File: config.mk
export PLATFORM = sky130hd
export DESIGN_NAME = systolic_feeder
export DESIGN_NICKNAME = d
export VERILOG_FILES = /design/src/rtl/systolic_pkg.sv /design/src/rtl/skew_delay_line.sv /design/src/rtl/systolic_feeder.sv
export SDC_FILE = /design/constraint.sdc
export NUM_CORES = 1
export LEC_CHECK = 0
export ABC_AREA = 1
export BUFFER_PORTS_ARGS = -buffer_cell sky130_fd_sc_hd__clkbuf_2
export CAP_MARGIN = 10
export CORE_ASPECT_RATIO = 0.9
export CORE_MARGIN = 3
export CORE_UTILIZATION = 50
export DETAILED_ROUTE_END_ITERATION = 6
export GPL_TIMING_DRIVEN = 0
export PLACE_DENSITY = 0.78
export SETUP_SLACK_MARGIN = 0.4
export SYNTH_ARGS = -nofsm -noshare
export SYNTH_HDL_FRONTEND = slang
export SYNTH_HIERARCHICAL = 1
export SYNTH_SLANG_ARGS = --single-unit
export TNS_END_PERCENT = 30
File: constraint.sdc
create_clock -name clk -period 2.3 [get_ports clk]
set_input_delay 0.46 -clock clk [delete_from_list [all_inputs] [get_ports clk]]
set_output_delay 0.46 -clock clk [all_outputs]
set_load 0.02 [all_outputs]
File: src/rtl/systolic_pkg.sv
// Shared types and helpers for the systolic array front end.
package systolic_pkg;

    localparam int ACT_W     = 8;
    localparam int LEFT_W    = 9;
    localparam int ACC_W     = 32;
    localparam int DEFAULT_N = 4;
    // Upper bound on lanes accepted by act_lane; callers zero-extend into this width.
    localparam int MAX_LANES = 64;

    typedef enum logic [1:0] {
        ST_IDLE  = 2'd0,
        ST_CLEAR = 2'd1,
        ST_FEED  = 2'd2,
        ST_DONE  = 2'd3
    } state_t;

    function automatic logic [ACT_W-1:0] act_lane(input logic [ACT_W*MAX_LANES-1:0] vec,
                                                  input int unsigned idx);
        return vec[ACT_W*idx +: ACT_W];
    endfunction

endpackage

File: src/rtl/skew_delay_line.sv
// Fixed-depth shift register carrying {valid, data}; depth 0 is a plain wire.
module skew_delay_line #(
    parameter int DEPTH = 0,
    parameter int W     = 8
) (
    input  logic         clk,
    input  logic         reset,
    input  logic         in_valid,
    input  logic [W-1:0] in_data,
    output logic         out_valid,
    output logic [W-1:0] out_data
);

    generate
        if (DEPTH == 0) begin : g_wire
            logic unused_clk_s;
            assign unused_clk_s = clk ^ reset;
            assign out_valid    = in_valid;
            assign out_data     = in_data;
        end else begin : g_shift
            logic [W:0] stage_r [DEPTH];

            // Shift {valid, data} one stage per cycle
            always_ff @(posedge clk) begin
                if (reset) begin
                    for (int s = 0; s < DEPTH; s++) begin
                        stage_r[s] <= {(W+1){1'b0}};
                    end
                end else begin
                    stage_r[0] <= {in_valid, in_data};
                    for (int s = 1; s < DEPTH; s++) begin
                        stage_r[s] <= stage_r[s-1];
                    end
                end
            end

            assign {out_valid, out_data} = stage_r[DEPTH-1];
        end
    endgenerate

endmodule

File: src/rtl/systolic_feeder.sv
// Reads operand vectors, applies the activation offset and skews both streams
// diagonally onto the systolic array edges; sequences accumulator clear and done.
module systolic_feeder
    import systolic_pkg::*;
#(
    parameter int N     = DEFAULT_N,
    parameter int K_MAX = 256,
    parameter int AW    = $clog2(K_MAX),
    parameter int KW    = $clog2(K_MAX + 1)
) (
    input  logic                clk,
    input  logic                reset,
    input  logic                start,
    input  logic [KW-1:0]       k_len,
    input  logic [LEFT_W-1:0]   input_offset,
    output logic [AW-1:0]       a_addr,
    output logic                a_ren,
    input  logic [ACT_W*N-1:0]  a_rdata,
    output logic [AW-1:0]       b_addr,
    output logic                b_ren,
    input  logic [ACT_W*N-1:0]  b_rdata,
    output logic [LEFT_W*N-1:0] left_data,
    output logic [ACT_W*N-1:0]  top_data,
    output logic                pe_rst,
    output logic                busy,
    output logic                done
);

    // FEED counter must reach K_MAX + 2N - 2.
    localparam int CW = $clog2(K_MAX + 2*N);

    state_t                 state_r;
    state_t                 state_next_s;
    logic [KW-1:0]          k_r;
    logic [LEFT_W-1:0]      offset_r;
    logic [CW-1:0]          f_r;
    logic [AW-1:0]          addr_hold_r;
    logic                   rd_valid_r;
    logic [KW-1:0]          k_clamped_s;
    logic                   feed_last_s;
    logic                   ren_s;
    logic [AW-1:0]          addr_s;
    logic [ACT_W*MAX_LANES-1:0] a_ext_s;
    logic [ACT_W*MAX_LANES-1:0] b_ext_s;

    assign k_clamped_s = (k_len > KW'(K_MAX)) ? KW'(K_MAX) : k_len;
    assign feed_last_s = (f_r == (CW'(k_r) + CW'(2*N - 2)));
    assign ren_s       = (state_r == ST_FEED) && (f_r < CW'(k_r));
    assign addr_s      = ren_s ? AW'(f_r) : addr_hold_r;

    // State register
    always_ff @(posedge clk) begin
        if (reset) begin
            state_r <= ST_IDLE;
        end else begin
            state_r <= state_next_s;
        end
    end

    // Next-state logic
    always_comb begin
        state_next_s = state_r;
        case (state_r)
            ST_IDLE: begin
                if (start) begin
                    state_next_s = ST_CLEAR;
                end else begin
                    state_next_s = ST_IDLE;
                end
            end
            ST_CLEAR: begin
                if (k_r != {KW{1'b0}}) begin
                    state_next_s = ST_FEED;
                end else begin
                    state_next_s = ST_DONE;
                end
            end
            ST_FEED: begin
                if (feed_last_s) begin
                    state_next_s = ST_DONE;
                end else begin
                    state_next_s = ST_FEED;
                end
            end
            ST_DONE: state_next_s = ST_IDLE;
            default: state_next_s = ST_IDLE;
        endcase
    end

    // Control outputs decoded from the registered state
    always_comb begin
        pe_rst = 1'b0;
        busy   = 1'b1;
        done   = 1'b0;
        case (state_r)
            ST_IDLE:  busy   = 1'b0;
            ST_CLEAR: pe_rst = 1'b1;
            ST_FEED:  busy   = 1'b1;
            ST_DONE:  done   = 1'b1;
            default:  busy   = 1'b0;
        endcase
    end

    // Tile parameters, step counter, held read address and read-data valid
    always_ff @(posedge clk) begin
        if (reset) begin
            k_r         <= {KW{1'b0}};
            offset_r    <= {LEFT_W{1'b0}};
            f_r         <= {CW{1'b0}};
            addr_hold_r <= {AW{1'b0}};
            rd_valid_r  <= 1'b0;
        end else begin
            if ((state_r == ST_IDLE) && start) begin
                k_r      <= k_clamped_s;
                offset_r <= input_offset;
            end
            if (state_r == ST_FEED) begin
                f_r <= f_r + CW'(1);
            end else begin
                f_r <= {CW{1'b0}};
            end
            addr_hold_r <= addr_s;
            rd_valid_r  <= ren_s;
        end
    end

    assign a_addr = addr_s;
    assign b_addr = addr_s;
    assign a_ren  = ren_s;
    assign b_ren  = ren_s;

    // Zero-extend the read vectors into the lane-extraction width
    always_comb begin
        a_ext_s = {(ACT_W*MAX_LANES){1'b0}};
        b_ext_s = {(ACT_W*MAX_LANES){1'b0}};
        a_ext_s[ACT_W*N-1:0] = a_rdata;
        b_ext_s[ACT_W*N-1:0] = b_rdata;
    end

    // Lane i is delayed by i stages; edge values are forced to zero whenever the lane's valid bit is low
    for (genvar i = 0; i < N; i++) begin : g_lane
        logic [ACT_W-1:0]  a_lane_s;
        logic [ACT_W-1:0]  b_lane_s;
        logic [LEFT_W-1:0] left_in_s;
        logic [LEFT_W-1:0] left_out_s;
        logic [ACT_W-1:0]  top_out_s;
        logic              left_vld_s;
        logic              top_vld_s;

        assign a_lane_s  = act_lane(a_ext_s, i);
        assign b_lane_s  = act_lane(b_ext_s, i);
        assign left_in_s = {a_lane_s[ACT_W-1], a_lane_s} + offset_r;

        skew_delay_line #(.DEPTH(i), .W(LEFT_W)) u_left (
            .clk       (clk),
            .reset     (reset),
            .in_valid  (rd_valid_r),
            .in_data   (left_in_s),
            .out_valid (left_vld_s),
            .out_data  (left_out_s)
        );

        skew_delay_line #(.DEPTH(i), .W(ACT_W)) u_top (
            .clk       (clk),
            .reset     (reset),
            .in_valid  (rd_valid_r),
            .in_data   (b_lane_s),
            .out_valid (top_vld_s),
            .out_data  (top_out_s)
        );

        assign left_data[LEFT_W*i +: LEFT_W] = left_vld_s ? left_out_s : {LEFT_W{1'b0}};
        assign top_data[ACT_W*i +: ACT_W]    = top_vld_s  ? top_out_s  : {ACT_W{1'b0}};
    end

endmodule

* Word level (Yosys, flattened, before mapping)
Memories as Yosys holds them, arrays and structs flattened.
Index checks and enable logic that the tools add are counted.
Widths: inputs -> output; s select.
** Operators by class
- Eq/ne operators :: 4
- $lt $le $gt $ge :: 2
- Reduce and logical (&&, ||, !) cells :: 7
- Bitwise gates (word level) :: 11
- Add/sub/neg operators :: 6
- Multiplexer cells :: 34
** Operators with widths (number)
- $mux 9 :: 11
- $mux 10 :: 6
- $mux 8 :: 5
- $add 9x9->9 :: 4
- $mux 1 :: 11
- $or 1x1->1 :: 10
- $reduce_or 10->1 :: 1
- $add 9x1->9 const B :: 1
- $add 9x3->9 const B :: 1
- $eq 9x9->1 :: 1
- $gt 9x9->1 const B :: 1
- $lt 9x9->1 :: 1
- $reduce_bool 9->1 :: 1
- $reduce_or 9->1 :: 1
- $pmux 2 s4 :: 1
- $eq 2x2->1 const B :: 2
- $eq 2x1->1 const B :: 1
- $logic_and 1x1->1 :: 2
- $logic_not 2->1 :: 1
- $reduce_or 2->1 :: 1
- $not 1->1 :: 1
** Storage, ports and cells
- Input port bits :: 85
- Memories kept :: 6
- Memory bits (writable) :: 114
- Output and inout bits :: 89
- Register bits :: 38
- Word-level logic and storage cells :: 76
** Memory list
- g_lane[3].u_left.g_shift.stage_r :: depth 3, bits a word 10, read ports 3, clocked after memory_dff 0, wr ports 3, line skew_delay_line.sv:21 : logic [W:0] stage_r [DEPTH];
- g_lane[3].u_top.g_shift.stage_r :: depth 3, bits a word 9, read ports 3, clocked after memory_dff 0, wr ports 3, line skew_delay_line.sv:21
- g_lane[2].u_left.g_shift.stage_r :: depth 2, bits a word 10, read ports 2, clocked after memory_dff 0, wr ports 2, line skew_delay_line.sv:21
- g_lane[2].u_top.g_shift.stage_r :: depth 2, bits a word 9, read ports 2, clocked after memory_dff 0, wr ports 2, line skew_delay_line.sv:21
- g_lane[1].u_left.g_shift.stage_r :: depth 1, bits a word 10, read ports 1, clocked after memory_dff 0, wr ports 1, line skew_delay_line.sv:21
- g_lane[1].u_top.g_shift.stage_r :: depth 1, bits a word 9, read ports 1, clocked after memory_dff 0, wr ports 1, line skew_delay_line.sv:21

* Logic depth before layout (Yosys ltp)
- Depth after elaboration :: 4
- Gate-level depth with buffers :: 12
- Mapped depth without buffers :: 11

* Cells and area by module
Netlist, hierarchy kept.
** Modules (own cells, without submodules)
- systolic_feeder :: times used 1, seq. area each 760.7 um2, cells an instance 639, area each 4110.2 um2
- skew_delay_line at g_lane[3].u_left :: times used 1, seq. area each 600.6 um2, cells an instance 102, area each 927.1 um2
- skew_delay_line at g_lane[3].u_top :: times used 1, seq. area each 540.5 um2, cells an instance 92, area each 839.6 um2
- skew_delay_line at g_lane[2].u_left :: times used 1, seq. area each 400.4 um2, cells an instance 71, area each 640.6 um2
- skew_delay_line at g_lane[2].u_top :: times used 1, seq. area each 360.3 um2, cells an instance 64, area each 581.8 um2
- skew_delay_line at g_lane[1].u_left :: times used 1, seq. area each 200.2 um2, cells an instance 31, area each 286.5 um2
- skew_delay_line at g_lane[1].u_top :: times used 1, seq. area each 180.2 um2, cells an instance 28, area each 259.0 um2
- skew_delay_line at g_lane[0].u_left :: times used 1, seq. area each 0.0 um2, cells an instance 10, area each 75.1 um2
- skew_delay_line at g_lane[0].u_top :: times used 1, seq. area each 0.0 um2, cells an instance 9, area each 67.6 um2

* Worst setup path after synthesis
No wires, ideal clock.
- Path type :: input to output
- From :: input a_rdata[0]
- To :: output left_data[6]
- Path slack :: -97 ps
- Cell stages on the path :: 10
- Arrival :: 1937 ps
- Buffers on the path :: 1
- Required time :: 1840 ps
- Path through :: ha_1 > inv_1 > fa_1 > o21ai_1 > a21oi_1 > o21ai_1 > xor2_1 > buf_4 > nand2_1 > inv_1
** Between the ends
- Cells in the longest elaborated chain, start to end :: 2
** RTL lines
- start, declared :: line systolic_feeder.sv:18 : input logic [ACT_W*N-1:0] a_rdata,
- $add 9x9->9 :: line systolic_feeder.sv:152 : assign left_in_s = {a_lane_s[ACT_W-1], a_lane_s} + offset_r;
- named net g_lane[0].left_in_s[6] :: line systolic_feeder.sv:144 : logic [LEFT_W-1:0] left_in_s;
- $mux 9 :: line systolic_feeder.sv:172 : assign left_data[LEFT_W*i +: LEFT_W] = left_vld_s ? left_out_s : {LEFT_W{1'b0}};
- end, declared :: line systolic_feeder.sv:22 : output logic [LEFT_W*N-1:0] left_data,
The timed path passes the listed nets, and every way through them passes these cells.

* Final worst setup path
- From :: register offset_r[0]
- To :: output left_data[6]
** Between the ends
- Cells in the longest elaborated chain, start to end :: 2
** RTL lines
- start, declared :: line systolic_feeder.sv:35 : logic [LEFT_W-1:0] offset_r;
- start signal, assigned :: line systolic_feeder.sv:108 : offset_r <= {LEFT_W{1'b0}};
- start signal, assigned :: line systolic_feeder.sv:115 : offset_r <= input_offset;
- $add 9x9->9 :: line systolic_feeder.sv:152
- named net g_lane[0].left_in_s[6] :: line systolic_feeder.sv:144
- $mux 9 :: line systolic_feeder.sv:172
The timed path passes the listed nets, and every way through them passes these cells.

==> results summary <==
The flow ran to the end, but the final reports show violations. The checks that failed: negative setup slack. The arrival time at the worst endpoint is roughly 2.3 ns. Cells with a size suffix above 1 make up between 30% and 40% of the layout. The placeable core area is approximately 15000 µm². After detailed routing, the number of remaining DRC violations is 0. The number of violations of the max-capacitance limit is 0. The data required time at the worst endpoint is between 1.5 and 2 ns. The final layout contains between 1000 and 1500 nets.

The time the worst path needs with I/O delays and setup came out at 2.74 ns. The count of boundary I/O pins is 174. The setup total negative slack came out at -6.76 ns. By count the netlist is led by sky130_fd_sc_hd__inv_1, sky130_fd_sc_hd__dfxtp_1, sky130_fd_sc_hd__nor2_1. The largest net degree at the start of global routing came out at 17.

The storage element area came out at between 3000 and 4000 µm². The via density per instance is 4.43. The total area of multi-input combinational cells came out at about 3400 µm². The fraction of the mapped netlist area in simple logic gates is roughly a fifth. Once detail routing completed, the nets flagged for antenna violations numbered 0. The average instance area after synthesis came out at between 7 and 8 µm². After clock tree synthesis, the clock-pin slew on the worst setup and hold paths is approximately 0.060 ns.

The count of antenna diodes in the layout came out at 0. Summing the areas of all fa, ha and maj instances in the mapped netlist gives approximately 8.7% of the synthesized area. The first global-routing pass estimated about 28000 µm of wire. Dividing the detail-routed wire length by the instance count gives ~12 µm. The yosys synthesis warning count came out at 6. The sink count of the clock tree is around 150.

In this run, the number of DRC markers left after iteration 0 of detailed routing was ~290. The complex-gate fraction of the synthesized area is under 10%. Counting every net in the synthesized netlist gives approximately 1200. The number of distinct library cells after synthesis is 35. The count of flip-flops with a built-in enable after synthesis is 0. The slew at the pin with the worst max-slew slack came out at approximately 0.48 ns. The combined area of all synthesized cells is between 7000 and 8000 µm². The number of rows in the core area came out at 42. The HPWL after detailed placement is between 10000 and 15000 µm. The mux share of post-synthesis cell area is 0%.

The static power due to leakage came out at a little under 6 nW. The synthesized netlist devotes 3.71% of its cell area to XOR and XNOR gates. The number of failing setup endpoints in the final timing report came out at 25. The synthesized design contains between 150 and 200 register bits. The total CTS buffers came out at 17. For this block, the routed nets add up to between 15000 and 20000 µm of wire. The cell sitting at the root of the clock tree is a sky130_fd_sc_hd__clkbuf_16.

The maximum clock frequency came out at 0.365 GHz. In this run the worst path has a maximum fanout of 3. The max-slew violation count is 0. The number of global-route vias before repair was 6164. Dividing total power by cell area gives a power density of between 800 and 900 nW/µm². Setup repair after global routing could not meet its margin everywhere. For this run, the leading register cell type out of synthesis is sky130_fd_sc_hd__dfxtp_1.

On the critical path, the stage with the largest delay is an instance of sky130_fd_sc_hd__dfxtp_4. The final period utilization came out at 119%. The cell type with the largest total area after synthesis is sky130_fd_sc_hd__dfxtp_1.

The non-filler instance count after layout is 1478. The die boundary height is 124 µm. The final count of hold timing violations came out at 0.

The share of flip-flops with an asynchronous set or reset after synthesis came out at 0%. The routability congestion estimate from global placement is around 0.9. In this run the deepest clock path goes through 2 buffers. After synthesis, the cell types taking the most area are sky130_fd_sc_hd__dfxtp_1, sky130_fd_sc_hd__inv_1, sky130_fd_sc_hd__ha_1, sky130_fd_sc_hd__nor2_1, sky130_fd_sc_hd__nand2_1. The detailed-router iteration count before antenna repair came out at 5. Summing over every cut layer, the via total after detailed routing is approximately 6600.

Across the routed clock network, the largest skew measured is ~0.0081 ns. Relative to the synthesized area, the layout overhead comes to 34.6%. Yosys instantiated no cell more often than sky130_fd_sc_hd__inv_1. The worst setup path is captured at a primary output. The TritonCTS clock tree is yes. For the worst-skew pair, the clock arrives at the later sink with an insertion delay of 0.42 ns. The critical path in this run is classified as flop to primary output. The total of fill cells in the finished design came out at 1166.

The die covers ~17000 µm². Once placement finished, the instance area stood at between 9000 and 10000 µm². The worst ir drop on vdd is roughly 0.00066 V. For this run, the total global-route usage over all layers was measured as between 20% and 30%.

The worst path setup slack after routing came out at -0.439 ns. The share of the synthesized area in the top cell type came out at 39.1%. The instance count after placement with tap cells included came out at between 1000 and 1500.

In this run the worst hold path is classified as input port to flop. By area, the combinational part of the netlist is dominated by buffers and inverters. From left edge to right edge, the die measures ~140 µm. The worst slew margin relative to its limit came out at around two thirds. The level count of the clock H-tree came out at 4. The maximum single-stage delay on the critical path came out at between 0.3 and 0.4 ns. The initial antenna violation count came out at 0. The most numerous cell type found on the critical path is sky130_fd_sc_hd__inv_2.

In this run the tool buffered the top-level ports with 165 buffer cells. The sequential share of the synthesized area is 39.1%. The signal on the critical path passes through ha_4, inv_2, fa_2, o21ai_4, a21oi_1, o21ai_1, xor2_1, buf_4, nand2_1, inv_2, clkbuf_8. STA classifies the critical path startpoint as a flop.

Once the floorplan was initialized, standard cells occupied about half of the core. The synthesized instance count is around 1000. The finished cells cover 10500 µm².

The overflow left after global routing came out at 0.
[cell type report]
cell class	instances	area share, %
clock buffers	19	4.32
multi-input cells	535	32.7
repair buffers	202	13.0
flip-flops and latches	152	29.6
well taps	198	2.36
inverters	271	9.97
plain buffers	88	7.01
clock inverters	13	1.03
[timing repair]
action / in CTS / in global routing
gates cloned: 1 / 0
buffers inserted: 27 / 9
resized for setup: 96 / 87
pin swaps: 19 / 30
hold buffers: 0 / 0
endpoints found under the setup margin: 45 / 74
[state kept, by name, summed over array words and instances (netlist names)]
signal and cells:
state_r 2, offset_r 9, g_lane.u_top/g_shift.stage_r 54, addr_hold_r 8
f_r 9, rd_valid_r 1, k_r 9, g_lane.u_left/g_shift.stage_r 60
[path summary, 6_finish.rpt]
path / cells after the start / slack (ns) / start / end
min reg2reg: 2 / 0.39 / g_lane[3].u_top/g_shift.stage_r[0][8] / g_lane[3].u_top/g_shift.stage_r[0][17]
max: 11 / -0.44 / offset_r[0] / left_data[6]
max reg2reg: 10 / 0.29 / offset_r[0] / g_lane[2].u_left/g_shift.stage_r[0][8]
min: 3 / 0.23 / b_rdata[26] / g_lane[3].u_top/g_shift.stage_r[0][2]
[stage by stage]
step                      total power [mW]  worst slack, ns  utilization, %  hold WS (ns)
after floorplan                       5.29           0.0969               -         0.388
after global placement                5.86           -0.301            60.3         0.389
after detailed placement              5.94           -0.353            60.3         0.392
after CTS                             9.07           -0.394            68.0         0.208
after global routing                  9.90           -0.570            70.0         0.207
final                                 9.34           -0.439            70.0         0.227
[report_power, final]
part           internal [mW]  switching (mW)  leakage [nW]
Sequential              2.98           0.184          1.26
Clock                   1.47            1.14         0.278
Combinational           1.73            1.84          4.25
Total                   6.18            3.16          5.79
[logic make-up (layout without fill, tap and decap cells)]
group | count (synthesis) | in the layout
buffers and inverters | 359 | 593
AND/OR/NAND/NOR | 352 | 352
flip-flops | 152 | 152
AO/OA/AOI/OAI | 98 | 98
adder cells (fa/ha/maj) | 52 | 52
XOR/XNOR | 33 | 33
[per-layer routing]
layer  wire (µm)  share of wire [%]  up-vias  global-route usage, %
met5           0                  0        -                      0
met4         383                2.2        0                   6.69
met3         735                4.2       36                   5.13
met2        8760                 50      157                   34.8
met1        7540                 43     2880                   25.1
li1            -                  -     3479                      -
[critical path: cells and delay by family (launching register included)]
kind                       cells  cell delay (ns)
buffers and inverters          4             0.34
xor gates and xnor gates       1             0.19
DFF                            1             0.36
and+or+nand+nor                1             0.06
adders and majority gates      2             0.48
AOI/OAI and AO/OA              3             0.43
[layout by cell type (no fill, tap or decap), types with 7 or more instances in the layout]
cell type / netlist / final
sky130_fd_sc_hd__a211oi_1: 7 / 7
sky130_fd_sc_hd__ha_4: 0 / 15
sky130_fd_sc_hd__nand2_4: 0 / 8
sky130_fd_sc_hd__inv_4: 0 / 7
sky130_fd_sc_hd__inv_1: 257 / 245
sky130_fd_sc_hd__clkbuf_16: 0 / 18
sky130_fd_sc_hd__buf_8: 1 / 11
sky130_fd_sc_hd__clkbuf_8: 0 / 8
sky130_fd_sc_hd__nand4_1: 14 / 14
sky130_fd_sc_hd__inv_2: 13 / 16
sky130_fd_sc_hd__inv_6: 0 / 9
sky130_fd_sc_hd__a21oi_1: 43 / 37
sky130_fd_sc_hd__nor2_2: 10 / 9
sky130_fd_sc_hd__nand2_2: 2 / 9
sky130_fd_sc_hd__dfxtp_1: 152 / 129
sky130_fd_sc_hd__a21oi_2: 2 / 8
sky130_fd_sc_hd__nand2_1: 145 / 130
sky130_fd_sc_hd__nor2_1: 151 / 151
sky130_fd_sc_hd__buf_4: 62 / 87
sky130_fd_sc_hd__ha_1: 48 / 31
sky130_fd_sc_hd__dfxtp_4: 0 / 11
sky130_fd_sc_hd__o21ai_4: 8 / 12
sky130_fd_sc_hd__xor2_1: 28 / 27
sky130_fd_sc_hd__buf_6: 11 / 35
sky130_fd_sc_hd__clkbuf_2: 0 / 142
sky130_fd_sc_hd__o21ai_1: 14 / 11
sky130_fd_sc_hd__nand3_1: 22 / 19
sky130_fd_sc_hd__dfxtp_2: 0 / 12
sky130_fd_sc_hd__o21ai_0: 17 / 17
No activity file was read; power rests on OpenSTA's default activity.
